==> src/rtl/fetch_seq_pkg.sv <==
// Shared widths, FSM encodings and types for the instruction-fetch sequencer.
// The optional misaligned-redirect trap is enabled with FETCH_MISALIGN_TRAP_EN.
`ifndef DATA_WIDTH
`define DATA_WIDTH 32
`endif
`ifndef INSTR_WIDTH
`define INSTR_WIDTH 32
`endif
`ifndef FETCH_ST_IDLE
`define FETCH_ST_IDLE  3'd0
`define FETCH_ST_REQ   3'd1
`define FETCH_ST_WAIT  3'd2
`define FETCH_ST_HOLD  3'd3
`define FETCH_ST_FAULT 3'd4
`endif

package fetch_seq_pkg;

  typedef enum logic [2:0] {
    ST_IDLE  = `FETCH_ST_IDLE,
    ST_REQ   = `FETCH_ST_REQ,
    ST_WAIT  = `FETCH_ST_WAIT,
    ST_HOLD  = `FETCH_ST_HOLD,
    ST_FAULT = `FETCH_ST_FAULT
  } fetch_st_e;

  localparam int PC_STEP = 4;

endpackage

==> src/rtl/fetch_pc_reg.sv <==
// Architectural PC register: reset load, sequential +4 step and redirect load.
// With FETCH_MISALIGN_TRAP_EN the raw target is kept and flagged; otherwise it is word-aligned.
module fetch_pc_reg
  import fetch_seq_pkg::*;
#(
  parameter int                    DATA_WIDTH = `DATA_WIDTH,
  parameter logic [DATA_WIDTH-1:0] RESET_PC   = '0
) (
  input  logic                  clk,
  input  logic                  rst_n,
  input  logic                  load,
  input  logic [DATA_WIDTH-1:0] target,
  input  logic                  incr,
  output logic [DATA_WIDTH-1:0] pc_q,
  output logic                  misaligned
);

  localparam logic [DATA_WIDTH-1:0] ALIGN_MASK = ~DATA_WIDTH'(3);

  logic [DATA_WIDTH-1:0] load_val;

`ifdef FETCH_MISALIGN_TRAP_EN
  assign load_val   = target;
  assign misaligned = |target[1:0];
`else
  assign load_val   = target & ALIGN_MASK;
  assign misaligned = 1'b0;
`endif

  // Redirect outranks the sequential step; the +4 wraps naturally at the top of the address space.
  always_ff @(posedge clk) begin
    if (!rst_n) begin
      pc_q <= RESET_PC;
    end else if (load) begin
      pc_q <= load_val;
    end else if (incr) begin
      pc_q <= pc_q + DATA_WIDTH'(PC_STEP);
    end
  end

endmodule

==> src/rtl/fetch_seq.sv <==
// Instruction-fetch sequencer: one outstanding imem request, single-entry instruction buffer, squashing redirects.
// Optional misaligned-redirect trap state is compiled in with FETCH_MISALIGN_TRAP_EN.
module fetch_seq
  import fetch_seq_pkg::*;
#(
  parameter int                    DATA_WIDTH = `DATA_WIDTH,
  parameter logic [DATA_WIDTH-1:0] RESET_PC   = '0
) (
  input  logic                    clk,
  input  logic                    rst_n,
  input  logic                    redirect_valid,
  input  logic [DATA_WIDTH-1:0]   redirect_pc,
  output logic                    imem_req_valid,
  input  logic                    imem_req_ready,
  output logic [DATA_WIDTH-1:0]   imem_addr,
  input  logic                    imem_rsp_valid,
  input  logic [`INSTR_WIDTH-1:0] imem_rsp_data,
  output logic                    if_valid,
  input  logic                    if_ready,
  output logic [DATA_WIDTH-1:0]   if_pc,
  output logic [`INSTR_WIDTH-1:0] if_instr,
  output logic                    fetch_fault
);

  fetch_st_e               st_q, st_d;
  logic [`INSTR_WIDTH-1:0] instr_q;
  logic                    drop_q, drop_d;
  logic                    instr_load;
  logic                    pc_load, pc_incr;
  logic                    misaligned, fault_take;
  logic [DATA_WIDTH-1:0]   pc_q;

  fetch_pc_reg #(
    .DATA_WIDTH (DATA_WIDTH),
    .RESET_PC   (RESET_PC)
  ) u_pc (
    .clk        (clk),
    .rst_n      (rst_n),
    .load       (pc_load),
    .target     (redirect_pc),
    .incr       (pc_incr),
    .pc_q       (pc_q),
    .misaligned (misaligned)
  );

  always_ff @(posedge clk) begin
    if (!rst_n) begin
      st_q    <= ST_IDLE;
      instr_q <= '0;
      drop_q  <= 1'b0;
    end else begin
      st_q   <= st_d;
      drop_q <= drop_d;
      if (instr_load) begin
        instr_q <= imem_rsp_data;
      end
    end
  end

  // Next state and outputs; only the two valids look at redirect_valid combinationally.
  always_comb begin
    st_d           = st_q;
    drop_d         = drop_q;
    instr_load     = 1'b0;
    pc_load        = 1'b0;
    pc_incr        = 1'b0;
    imem_req_valid = 1'b0;
    imem_addr      = '0;
    if_valid       = 1'b0;
    if_pc          = '0;
    if_instr       = '0;
    fault_take     = redirect_valid && misaligned && (st_q != ST_FAULT);

    case (st_q)
      ST_IDLE: begin
        st_d = ST_REQ;
        if (fault_take) begin
          pc_load = 1'b1;
          st_d    = ST_FAULT;
        end
      end

      ST_REQ: begin
        imem_req_valid = !redirect_valid;
        imem_addr      = pc_q;
        if (fault_take) begin
          pc_load = 1'b1;
          st_d    = ST_FAULT;
        end else if (redirect_valid) begin
          pc_load = 1'b1;
        end else if (imem_req_ready) begin
          st_d = ST_WAIT;
        end
      end

      // A redirect before the response arrives marks that response for discard.
      ST_WAIT: begin
        if (fault_take) begin
          pc_load = 1'b1;
          st_d    = ST_FAULT;
        end else if (imem_rsp_valid) begin
          if (drop_q || redirect_valid) begin
            pc_load = redirect_valid;
            drop_d  = 1'b0;
            st_d    = ST_REQ;
          end else begin
            instr_load = 1'b1;
            st_d       = ST_HOLD;
          end
        end else if (redirect_valid) begin
          pc_load = 1'b1;
          drop_d  = 1'b1;
        end
      end

      ST_HOLD: begin
        if_valid = !redirect_valid;
        if_pc    = pc_q;
        if_instr = instr_q;
        if (fault_take) begin
          pc_load = 1'b1;
          st_d    = ST_FAULT;
        end else if (redirect_valid) begin
          pc_load = 1'b1;
          st_d    = ST_REQ;
        end else if (if_ready) begin
          pc_incr = 1'b1;
          st_d    = ST_REQ;
        end
      end

      ST_FAULT: begin
        if_pc = pc_q;
      end

      default: begin
        st_d = ST_IDLE;
      end
    endcase
  end

`ifdef FETCH_MISALIGN_TRAP_EN
  assign fetch_fault = (st_q == ST_FAULT);
`else
  assign fetch_fault = 1'b0;
`endif

endmodule

==> config.mk <==
export PLATFORM = sky130hd
export DESIGN_NAME = fetch_seq
export DESIGN_NICKNAME = d
export VERILOG_FILES = /design/src/rtl/fetch_seq_pkg.sv /design/src/rtl/fetch_pc_reg.sv /design/src/rtl/fetch_seq.sv
export SDC_FILE = /design/constraint.sdc
export NUM_CORES = 1
export LEC_CHECK = 0
export ABC_AREA = 1
export CORE_UTILIZATION = 44
export DETAILED_ROUTE_END_ITERATION = 12
export PLACE_DENSITY = 0.82
export SYNTH_ARGS = -nofsm -noshare
export SYNTH_HDL_FRONTEND = slang
export SYNTH_HIERARCHICAL = 1
export SYNTH_SLANG_ARGS = --single-unit
==> constraint.sdc <==
create_clock -name clk -period 2.35 [get_ports clk]
set_clock_uncertainty 0.15 [all_clocks]
set_input_delay 0.235 -clock clk [delete_from_list [all_inputs] [get_ports clk]]
set_output_delay 0.235 -clock clk [all_outputs]
set_load 0.1 [all_outputs]
==> run summary, run 1 <==
WORST SETUP PATH
--------------------------------------------------------------------------------------
Critical path arrival ...................................................      1.87 ns
Buf+Inv Stages, Crit Path ...............................................            4
Data required, critical path ............................................      1.97 ns
Startpoint Class ........................................................    flip-flop
Worst Setup Path Type ................................................... flip-flop to primary output
Delay of the slowest critical-path stage ................................      0.34 ns
Type of destination of the critical path ................................ primary output
CP dominant cell by count ...............................................        buf_4
Reg2Reg Setup Slack .....................................................      0.11 ns
Critical-path maximum fanout ............................................           33
Crit-path slowest cell ..................................................      dfxtp_1
Capturing point of the worst reg2reg path ............................... u_pc/pc_q[26]$_SDFFE_PN0P_
Kind of cell adding the most delay to the critical path ................. buffers and inverters
Cell-by-cell trace of the critical path ................................. buf_4 > inv_1 > nor2_2 > nand2_2 > buf_4 > nor2_1 > buf_12
Worst-case reg-to-reg path depth ........................................            6
Reg2Reg Launch Point .................................................... st_q[0]$_SDFFE_PN0P_

JOB
--------------------------------------------------------------------------------------
Count of maximum capacitance violations .................................            0

DIE
--------------------------------------------------------------------------------------
Starting density of the core ............................................        46.4%
Width of the chip .......................................................      98.8 um
Full die area ...........................................................    9760 um^2
Vertical extent of the die ..............................................      98.8 um
Placement Rows ..........................................................           34
Core area ...............................................................    8890 um^2
Total I/O pin count .....................................................          169

MIN PATH
--------------------------------------------------------------------------------------
Worst min-delay path category ........................................... flip-flop to flip-flop
Terminating pin of the worst hold path .................................. instr_q[26]$_SDFFE_PN0P_
Hold path depth .........................................................            2
Hold path startpoint .................................................... instr_q[26]$_SDFFE_PN0P_

GLOBAL ROUTING
--------------------------------------------------------------------------------------
Global router's overall resource usage ..................................        27.0%
Vias in the first global route ..........................................         4649
Wire length of the first global-routing pass ............................     21400 um
Pin count of the biggest net entering global routing ....................           65
Number of antenna violations at the first check in global routing .......            0
Grt total ovfl ..........................................................            0

SYNTH
--------------------------------------------------------------------------------------
Main synth FF type ......................................................      dfxtp_1
Post-synth top cells .................................................... 138 x nor2_1, 104 x nand2_1, 100 x inv_1
Share of the yosys chip area belonging to registers .....................        32.1%
EDFF count, synth .......................................................            0
Share of the synthesized area in the top cell type ......................        32.1%
Number of cells produced by synthesis ...................................          656
Number of register bits inferred by synthesis ...........................           66
Combined area of all synthesized cells ..................................    4120 um^2
Synth top area cells .................................................... dfxtp_1 32%, nor2_1 13%, nand2_1 9.5%
Cell type with the largest total area after synthesis ...................      dfxtp_1
Syn avg cell area .......................................................    6.28 um^2
Yosys warning count .....................................................            6
Cell with the most instances after synthesis ............................       nor2_1
Proportion of synthesized flip-flops having asynchronous set or reset ...           0%
Number of distinct standard cells referenced by the synthesized netlist .           36

OUTCOME
--------------------------------------------------------------------------------------
Failing checks .......................................................... max-slew violations
Run status .............................................................. complete, but fails checks

CLOCK TREE
--------------------------------------------------------------------------------------
Cell at the root of the clock tree ......................................     clkbuf_8
Clock transition at path regs ...........................................      0.08 ns
Cts hold-fix bufs .......................................................            0
TritonCTS buffer count ..................................................            9
Count of buffers added by post-CTS timing repair for setup ..............            0
CTS tree ................................................................          yes
CTS H-tree depth ........................................................            3
Clock tree buffer depth .................................................            2
Clock sink total ........................................................           66
Clk Latency, worst-skew pair ............................................      0.34 ns

PLACED DESIGN
--------------------------------------------------------------------------------------
HPWL after detailed placement ...........................................      9760 um
Global placement routability congestion .................................        0.902
Port Buf Inserts ........................................................          161

POWER AND IR DROP
--------------------------------------------------------------------------------------
Areal power density over the cells ......................................  543 nW/um^2
Static leakage ..........................................................      2.57 nW
Total Power .............................................................      3.86 mW
Max rail drop VDD .......................................................     0.342 mV

LAYOUT
--------------------------------------------------------------------------------------
Number of nets in the layout ............................................          883
Utilization after layout ................................................        79.9%
Ant. Diodes .............................................................            0
Synthesis-to-finish area growth .........................................        72.3%
Proportion of layout cells with a drive suffix above 1 ..................        24.8%

ROUTE
--------------------------------------------------------------------------------------
Average routed wire per standard cell ...................................      13.8 um
Via count ...............................................................         4816
Pre-antenna DRT Iters ...................................................            4
Via density per instance ................................................         5.21
Number of remaining DRC errors ..........................................            0
Post-detailed-routing wire length .......................................     12800 um
Iteration-0 DRC Markers .................................................          266
Antenna viol nets, final ................................................            0

STA
--------------------------------------------------------------------------------------
Final count of hold timing violations ...................................            0
Final setup violation count .............................................            0
Worst-margin pin slew ...................................................      1.74 ns
Worst-case hold slack ...................................................     0.302 ns
Highest clock frequency the design can meet .............................      444 MHz
Setup repair after global routing missed its margin .....................        false
Post-layout min period ..................................................      2.25 ns
Post-route fraction of the period consumed by the critical path .........        95.8%
Number of pins exceeding their max-slew limit in the final report .......            4
Max-slew headroom .......................................................       -16.3%

## final cells by class
class / instances / area, um^2
Clock inverter: 4 / 73.8
Clock buffer: 12 / 155
Fill cell: 574 / 1790
Multi-Input combinational cell: 456 / 2340
Inverter: 104 / 394
Timing Repair Buffer: 175 / 2680
Tap cell: 108 / 135
Sequential cell: 66 / 1320
## flip-flops by register name, indices dropped and copies added (netlist names)
name,count
drop_q,1
instr_q,32
st_q,3
u_pc/pc_q,30
## cell usage in the layout, fill, tap and decap left out, drive strengths merged, types with 3 or more instances in the layout
master,count
nor2,151
nand2,115
buf,108
inv,102
clkdlybuf4s50,67
dfxtp,66
a21oi,60
o21ai,41
nand3,39
a22oi,20
clkbuf,12
a31oi,5
xor2,5
nor3,5
conb,4
and2,3
clkinv,3
## metrics by stage
step | instances | cell area, um^2 | setup WS, ns | setup TNS [ns]
detailed placement | 909 | 6870 | 0.0432 | 0
global placement | 909 | 6870 | 0.0924 | 0
CTS | 925 | 7100 | 0.0631 | 0
global route | 925 | 7100 | 0.00413 | 0
floorplan | 658 | 4230 | -0.267 | -12.53
finish | 925 | 7100 | 0.0995 | 0
## where the power goes
group / internal, mW / leakage, nW / switching (mW)
Clock: 0.656 / 0.117 / 0.441
Sequential: 1.22 / 0.538 / 0.0991
Combinational: 0.485 / 1.91 / 0.959
Total: 2.36 / 2.57 / 1.50
## worst min-delay path: cells and delay by family, from the launching register on
| kind | cells | cell delay, ns |
|---|---|---|
| flops | 1 | 0.30 |
| buf+inv | 1 | 0.06 |
| compound gates | 1 | 0.05 |
## how the worst max path moves through the flow
stage	startpoint	end	slack, ns	cells after the start
2_1_floorplan	st_q[0]$_SDFFE_PN0P_	if_instr[10]	-0.27	5
3_3_place_gp	if_ready	u_pc/pc_q[3]$_SDFFE_PN0P_	0.09	9
3_5_place_dp	if_ready	u_pc/pc_q[22]$_SDFFE_PN0P_	0.04	7
4_1_cts	st_q[0]$_SDFFE_PN0P_	u_pc/pc_q[26]$_SDFFE_PN0P_	0.06	8
5_1_grt	st_q[0]$_SDFFE_PN0P_	u_pc/pc_q[26]$_SDFFE_PN0P_	0.004	8
6_report	st_q[0]$_SDFFE_PN0P_	imem_addr[6]	0.1	7
## what timing repair did
item / 4_1_cts / 5_1_grt
endpoints found under the setup margin: 0 / 21
resized for setup: 0 / 1
hold endpoints to repair: 0 / 0
## logic make-up after synthesis
family / after synthesis / share of synthesized area (%)
buffers and inverters: 136 / 14.3
DFF: 66 / 32.1
and+or+nand+nor: 317 / 34.5
adders and majority gates: 1 / 0.304
other: 2 / 0.182
AOI/OAI and AO/OA: 129 / 17.6
xor gates and xnor gates: 5 / 1.06
## layer usage
metal	wire length [um]	part of all wire, %	global-route usage, %
met1	4850	38	30.8
met3	1230	9.7	7.66
met5	0	0	0
met4	305	2.4	11.0
met2	6400	50	47.4
Power figures use the tool's default switching activity.
==> inputs of run 2 (changes only) <==
- CORE_UTILIZATION: 44 -> 43
- SYNTH_HIERARCHICAL: 1 -> not set
==> run summary, run 2 <==
OUTCOME
--------------------------------------------------------------------------------------
Run status ..............................................................    completed

STA
--------------------------------------------------------------------------------------
Crit path setup slack, layout ...........................................     0.225 ns
Post-layout min period ..................................................      2.12 ns
Post-route fraction of the period consumed by the critical path .........        90.4%
Final count of hold timing violations ...................................            0
Worst-case hold slack ...................................................     0.306 ns
Final setup violation count .............................................            0
Max-slew headroom .......................................................        56.2%
Highest clock frequency the design can meet .............................      471 MHz
Setup repair after global routing missed its margin .....................        false
Worst-margin pin slew ...................................................     0.657 ns
Number of pins exceeding their max-slew limit in the final report .......            0

LAYOUT
--------------------------------------------------------------------------------------
Number of nets in the layout ............................................          890
Final std cells w/o fill ................................................          932
Commonest cells after routing, fill and taps aside ...................... 145 x nand2_1, 102 x nor2_1, 96 x inv_1, 95 x buf_12, 67 x clkdlybuf4s50_1
Total area of sequential cells ..........................................    1300 um^2
Design Area, Final ......................................................    6830 um^2
Proportion of layout cells with a drive suffix above 1 ..................        20.9%
Leading cell type in the layout, fill and taps excluded .................      nand2_1
Ant. Diodes .............................................................            0
Filler instances ........................................................          626
Multi-input gate area ...................................................    2160 um^2
Register containing the most flip-flops in the final layout .............      instr_q
Synthesis-to-finish area growth .........................................        75.7%
Top flop regs ........................................................... instr_q: 32 flops, u_pc.pc_q: 30 flops, st_q: 2 flops
Largest register FFs ....................................................           32

ROUTE
--------------------------------------------------------------------------------------
Via density per instance ................................................         5.19
Iteration-0 DRC Markers .................................................          258
Antenna viol nets, final ................................................            0
Post-detailed-routing wire length .......................................     13900 um
Average routed wire per standard cell ...................................      15.0 um
Number of remaining DRC errors ..........................................            0
Pre-antenna DRT Iters ...................................................            4
Via count ...............................................................         4834

DIE
--------------------------------------------------------------------------------------
Core area ...............................................................    8720 um^2
Width of the chip .......................................................      97.1 um
Full die area ...........................................................    9430 um^2
Starting density of the core ............................................        44.6%
Placement Rows ..........................................................           34
Total I/O pin count .....................................................          169
Vertical extent of the die ..............................................      97.1 um

CLOCK TREE
--------------------------------------------------------------------------------------
Cts hold-fix bufs .......................................................            0
CTS H-tree depth ........................................................            3
Clock transition at path regs ...........................................      0.08 ns
Clock tree buffer depth .................................................            2
CTS tree ................................................................          yes
Clk Latency, worst-skew pair ............................................      0.34 ns
Number of resized instances in the post-cts repair step .................            0
Clock sink total ........................................................           65
TritonCTS buffer count ..................................................            9
Count of buffers added by post-CTS timing repair for setup ..............            0
Cell at the root of the clock tree ......................................     clkbuf_8

GLOBAL ROUTING
--------------------------------------------------------------------------------------
Wire length of the first global-routing pass ............................     22600 um
Grt total ovfl ..........................................................            0
Met3 global-route usage .................................................        6.33%
Met2 Usage GRT ..........................................................        53.3%
Vias in the first global route ..........................................         4891
Grt peak-use layer ......................................................         met2
Pin count of the biggest net entering global routing ....................           65
Global router's overall resource usage ..................................        29.6%
Met1 GRT Util ...........................................................        33.0%
Number of antenna violations at the first check in global routing .......            0

PLACED DESIGN
--------------------------------------------------------------------------------------
Global placement routability congestion .................................        0.925
Port Buf Inserts ........................................................          161
Total placed instance area ..............................................    6630 um^2
Dpl cells ...............................................................          916
HPWL after detailed placement ...........................................     10700 um
Worst Setup Slack post-DPL ..............................................     0.164 ns

SYNTH
--------------------------------------------------------------------------------------
EDFF count, synth .......................................................            0
Cell with the most instances after synthesis ............................      nand2_1
Number of distinct standard cells referenced by the synthesized netlist .           27
Syn avg cell area .......................................................    5.84 um^2
Yosys warning count .....................................................            0
Number of cells produced by synthesis ...................................          666
Combined area of all synthesized cells ..................................    3890 um^2
Synth top area cells .................................................... dfxtp_1 33%, nand2_1 14%, nor2_1 13%
Share of the yosys chip area belonging to registers .....................        33.5%
Cell type with the largest total area after synthesis ...................      dfxtp_1
Share of the synthesized area in the top cell type ......................        33.5%
Post-synth top cells .................................................... 145 x nand2_1, 138 x nor2_1, 96 x inv_1
Main synth FF type ......................................................      dfxtp_1
Proportion of synthesized flip-flops having asynchronous set or reset ...           0%
Number of register bits inferred by synthesis ...........................           65

POWER AND IR DROP
--------------------------------------------------------------------------------------
Static leakage ..........................................................      2.56 nW
Max rail drop VDD .......................................................     0.369 mV
Total Power .............................................................      3.16 mW
Areal power density over the cells ......................................  463 nW/um^2

WORST SETUP PATH
--------------------------------------------------------------------------------------
Cell-by-cell trace of the critical path ................................. inv_1 > nor2_1 > inv_1 > buf_4 > nor2_1 > buf_12
Type of destination of the critical path ................................ primary output
Total number of cells along the worst setup path ........................            6
Delay of the slowest critical-path stage ................................      0.45 ns
Data required, critical path ............................................      1.97 ns
Critical path arrival ...................................................      1.74 ns
Worst Setup Path Type ................................................... flip-flop to primary output
Startpoint Class ........................................................    flip-flop
Kind of cell adding the most delay to the critical path ................. buffers and inverters
Crit-path slowest cell ..................................................      dfxtp_1
Worst-case reg-to-reg path depth ........................................           10
Buf+Inv Stages, Crit Path ...............................................            4
Critical-path maximum fanout ............................................           17

JOB
--------------------------------------------------------------------------------------
Count of maximum capacitance violations .................................            0

MIN PATH
--------------------------------------------------------------------------------------
Worst min-delay path category ........................................... flip-flop to flip-flop
Hold path depth .........................................................            2

==> run 2: cell type report <==
cell class              count  share of cell area, %
clock inverters             7                   1.14
well taps                 108                   1.98
inverters                 100                   5.49
repair buffers            174                   39.0
clock buffers               9                   1.81
multi-input cells         469                   31.6
flip-flops and latches     65                   19.0
==> run 2: cell families after synthesis <==
family                     Yosys count  share of synthesized area, %
AOI/OAI and AO/OA                  106                          14.6
adders and majority gates            1                         0.322
buffers and inverters              136                          13.9
DFF                                 65                          33.5
other                                1                        0.0964
and+or+nand+nor                    357                          37.5
==> run 2: metrics by stage <==
step                utilization, %  setup TNS, ns
floorplan                        -          -6.50
global placement              76.0              0
detailed placement            76.0              0
finish                        78.3              0
global route                  78.3              0
CTS                           78.3              0
==> run 2: path summary, 6_finish.rpt <==
path                                      to  slack, ns                      start
setup reg to reg  u_pc.pc_q[20]$_SDFFE_PN0P_       0.28  u_pc.pc_q[2]$_SDFFE_PN0P_
hold reg to reg     instr_q[17]$_SDFFE_PN0P_       0.31   instr_q[17]$_SDFFE_PN0P_
hold / removal      instr_q[17]$_SDFFE_PN0P_       0.31   instr_q[17]$_SDFFE_PN0P_
setup / recovery              imem_req_valid       0.23       st_q[0]$_SDFFE_PN0P_
==> run 2: worst reg2reg max path, cell delays in order (launching register included) <==
cell     delay, ns
dfxtp_1       0.41
ha_1          0.19
nand2_1       0.07
nor2_1        0.25
nand2_1       0.14
nor2_1        0.33
nand2_1       0.12
nand2_1       0.09
nand3_1       0.07
nand2_1       0.08
a21oi_1       0.06
==> run 2: power by group <==
group | total (mW) | leakage, nW | internal [mW] | switching, mW
Sequential | 1.23 | 0.528 | 1.16 | 0.0602
Clock | 1.00 | 0.100 | 0.499 | 0.505
Combinational | 0.931 | 1.93 | 0.326 | 0.605
Total | 3.16 | 2.56 | 1.99 | 1.17
==> run 2: layer usage <==
layer	part of all wire [%]	vias to the layer above	wire, um
li1	-	2374	-
met1	39	2235	5500
met2	50	188	7040
met3	6.9	37	967
met4	3.2	0	444
met5	0	-	0
==> inputs of run 3 (changes only) <==
- CORE_UTILIZATION: 43 -> 35
- PLACE_DENSITY: 0.82 -> 0.68
- SLEW_MARGIN: not set -> 20
==> run summary, run 3 (synthesized netlist as in run 2, its figures left out) <==
POWER AND IR DROP
--------------------------------------------------------------------------------
Internal power consumption ........................................      2.02 mW
Combinational share of power ......................................        29.9%
Clock Power Share .................................................        31.2%
Max rail drop VDD .................................................     0.328 mV
Psw ...............................................................      1.13 mW
Static leakage ....................................................      2.58 nW
Switching part of the total .......................................        35.8%
Total Power .......................................................      3.15 mW
Areal power density over the cells ................................  456 nW/um^2
Relative contribution of sequential cells to total power ..........        38.9%

LAYOUT
--------------------------------------------------------------------------------
Register containing the most flip-flops in the final layout .......      instr_q
Leading cell type in the layout, fill and taps excluded ...........      nand2_1
Proportion of layout cells with a drive suffix above 1 ............        21.2%
Number of nets in the layout ......................................          893
Design Area, Final ................................................    6910 um^2
Top flop regs ..................................................... instr_q: 32 flops, u_pc.pc_q: 30 flops, st_q: 2 flops
Synthesis-to-finish area growth ...................................        77.6%
Commonest cells after routing, fill and taps aside ................ 145 x nand2_1, 102 x nor2_1, 96 x buf_12, 95 x inv_1, 67 x clkdlybuf4s50_1
Utilization after layout ..........................................        63.7%
Largest register FFs ..............................................           32
Ant. Diodes .......................................................            0

WORST SETUP PATH
--------------------------------------------------------------------------------
Startpoint Class ..................................................    flip-flop
Capturing point of the worst reg2reg path ......................... u_pc.pc_q[26]$_SDFFE_PN0P_
Critical-path maximum fanout ......................................           48
Reg2Reg Launch Point .............................................. u_pc.pc_q[2]$_SDFFE_PN0P_
Type of destination of the critical path .......................... primary output
Worst-case reg-to-reg path depth ..................................            9
Critical path arrival .............................................      1.81 ns
Reg2Reg Setup Slack ...............................................      0.35 ns
Data required, critical path ......................................      1.97 ns
Worst Setup Path Type ............................................. flip-flop to primary output

MIN PATH
--------------------------------------------------------------------------------
Hold path depth ...................................................            2
Worst min-delay path category ..................................... flip-flop to flip-flop
Hold path startpoint .............................................. instr_q[7]$_SDFFE_PN0P_
Terminating pin of the worst hold path ............................ instr_q[7]$_SDFFE_PN0P_

STA
--------------------------------------------------------------------------------
Number of pins exceeding their max-slew limit in the final report .            0
Setup total negative slack ........................................         0 ns
Final count of hold timing violations .............................            0
Highest clock frequency the design can meet .......................      455 MHz
Post-route fraction of the period consumed by the critical path ...        93.5%
Final setup violation count .......................................            0
Post-layout min period ............................................      2.20 ns
Setup repair after global routing missed its margin ...............        false

CLOCK TREE
--------------------------------------------------------------------------------
CTS tree ..........................................................          yes
Cell at the root of the clock tree ................................     clkbuf_8
Cts hold-fix bufs .................................................            0
Clock sink total ..................................................           65
Number of resized instances in the post-cts repair step ...........            1
Clock transition at path regs .....................................      0.07 ns
Count of buffers added by post-CTS timing repair for setup ........            0
Clock tree buffer depth ...........................................            2
TritonCTS buffer count ............................................            9
Clk Latency, worst-skew pair ......................................      0.34 ns
CTS H-tree depth ..................................................            3

DIE
--------------------------------------------------------------------------------
Core area .........................................................   10800 um^2
Full die area .....................................................   11500 um^2
Starting density of the core ......................................        35.9%
Width of the chip .................................................       107 um
Vertical extent of the die ........................................       107 um
Total I/O pin count ...............................................          169
Placement Rows ....................................................           38

ROUTE
--------------------------------------------------------------------------------
Antenna viol nets, final ..........................................            0
Via count .........................................................         4660
Post-detailed-routing wire length .................................     13500 um
Average routed wire per standard cell .............................      13.9 um
Pre-antenna DRT Iters .............................................            4
Via density per instance ..........................................         4.82
Iteration-0 DRC Markers ...........................................          247
Number of remaining DRC errors ....................................            0

JOB
--------------------------------------------------------------------------------
Count of maximum capacitance violations ...........................            0

GLOBAL ROUTING
--------------------------------------------------------------------------------
Number of antenna violations at the first check in global routing .            0
Wire length of the first global-routing pass ......................     22500 um
Global router's overall resource usage ............................        25.0%
Vias in the first global route ....................................         4660
Pin count of the biggest net entering global routing ..............           49
Grt total ovfl ....................................................            0

PLACED DESIGN
--------------------------------------------------------------------------------
HPWL after detailed placement .....................................     10600 um
Global placement routability congestion ...........................        0.882
Port Buf Inserts ..................................................          161
Total placed instance area ........................................    6710 um^2

OUTCOME
--------------------------------------------------------------------------------
Run status ........................................................    completed

run 3: how the worst max path moves through the flow:
stage                    startpoint                         end  depth (start not counted)
2_1_floorplan  st_q[0]$_SDFFE_PN0P_               imem_addr[10]                          5
3_3_place_gp         redirect_valid  u_pc.pc_q[27]$_SDFFE_PN0P_                          7
3_5_place_dp         redirect_valid  u_pc.pc_q[22]$_SDFFE_PN0P_                          7
4_1_cts        st_q[0]$_SDFFE_PN0P_               imem_addr[10]                          6
5_1_grt        st_q[0]$_SDFFE_PN0P_                    if_pc[9]                          4
6_report       st_q[0]$_SDFFE_PN0P_                    if_pc[9]                          4
run 3: layout make-up:
| cell class | instances | area (um^2) |
|---|---|---|
| Fill cell | 978 | 3940 |
| Timing Repair Buffer | 177 | 2700 |
| Multi-Input combinational cell | 469 | 2160 |
| Sequential cell | 65 | 1300 |
| Inverter | 100 | 375 |
| Tap cell | 140 | 175 |
| Clock buffer | 11 | 141 |
| Clock inverter | 5 | 55.1 |
run 3: power groups by stage:
stage,registers (mW),clock network (mW),logic [mW]
2_1_floorplan,1.23,0,0.582
3_3_place_gp,1.25,0,0.927
3_5_place_dp,1.25,0,0.943
4_1_cts,1.22,0.998,0.947
5_1_grt,1.23,1.05,1.02
6_report,1.22,0.981,0.942
run 3: routing by layer:
metal | vias to the layer above | GRT usage, % | wire (um)
met5 | - | 0 | 0
met4 | 0 | 10.2 | 304
met3 | 20 | 6.72 | 1120
met2 | 163 | 42.9 | 6610
met1 | 2098 | 29.2 | 5440
li1 | 2379 | - | -
run 3: critical path, cell delays in order, from the launching register on:
cell	delay [ns]
dfxtp_1	0.37
nand2_4	0.25
buf_6	0.46
nor2_1	0.16
buf_12	0.20
run 3: stage by stage:
step	setup slack, ns	instances	hold slack, ns
2_1_floorplan	-0.124	670	0.196
3_3_place_gp	0.318	951	0.289
3_5_place_dp	0.280	951	0.293
4_1_cts	0.0347	967	0.305
5_1_grt	0.0419	967	0.329
6_report	0.153	967	0.302
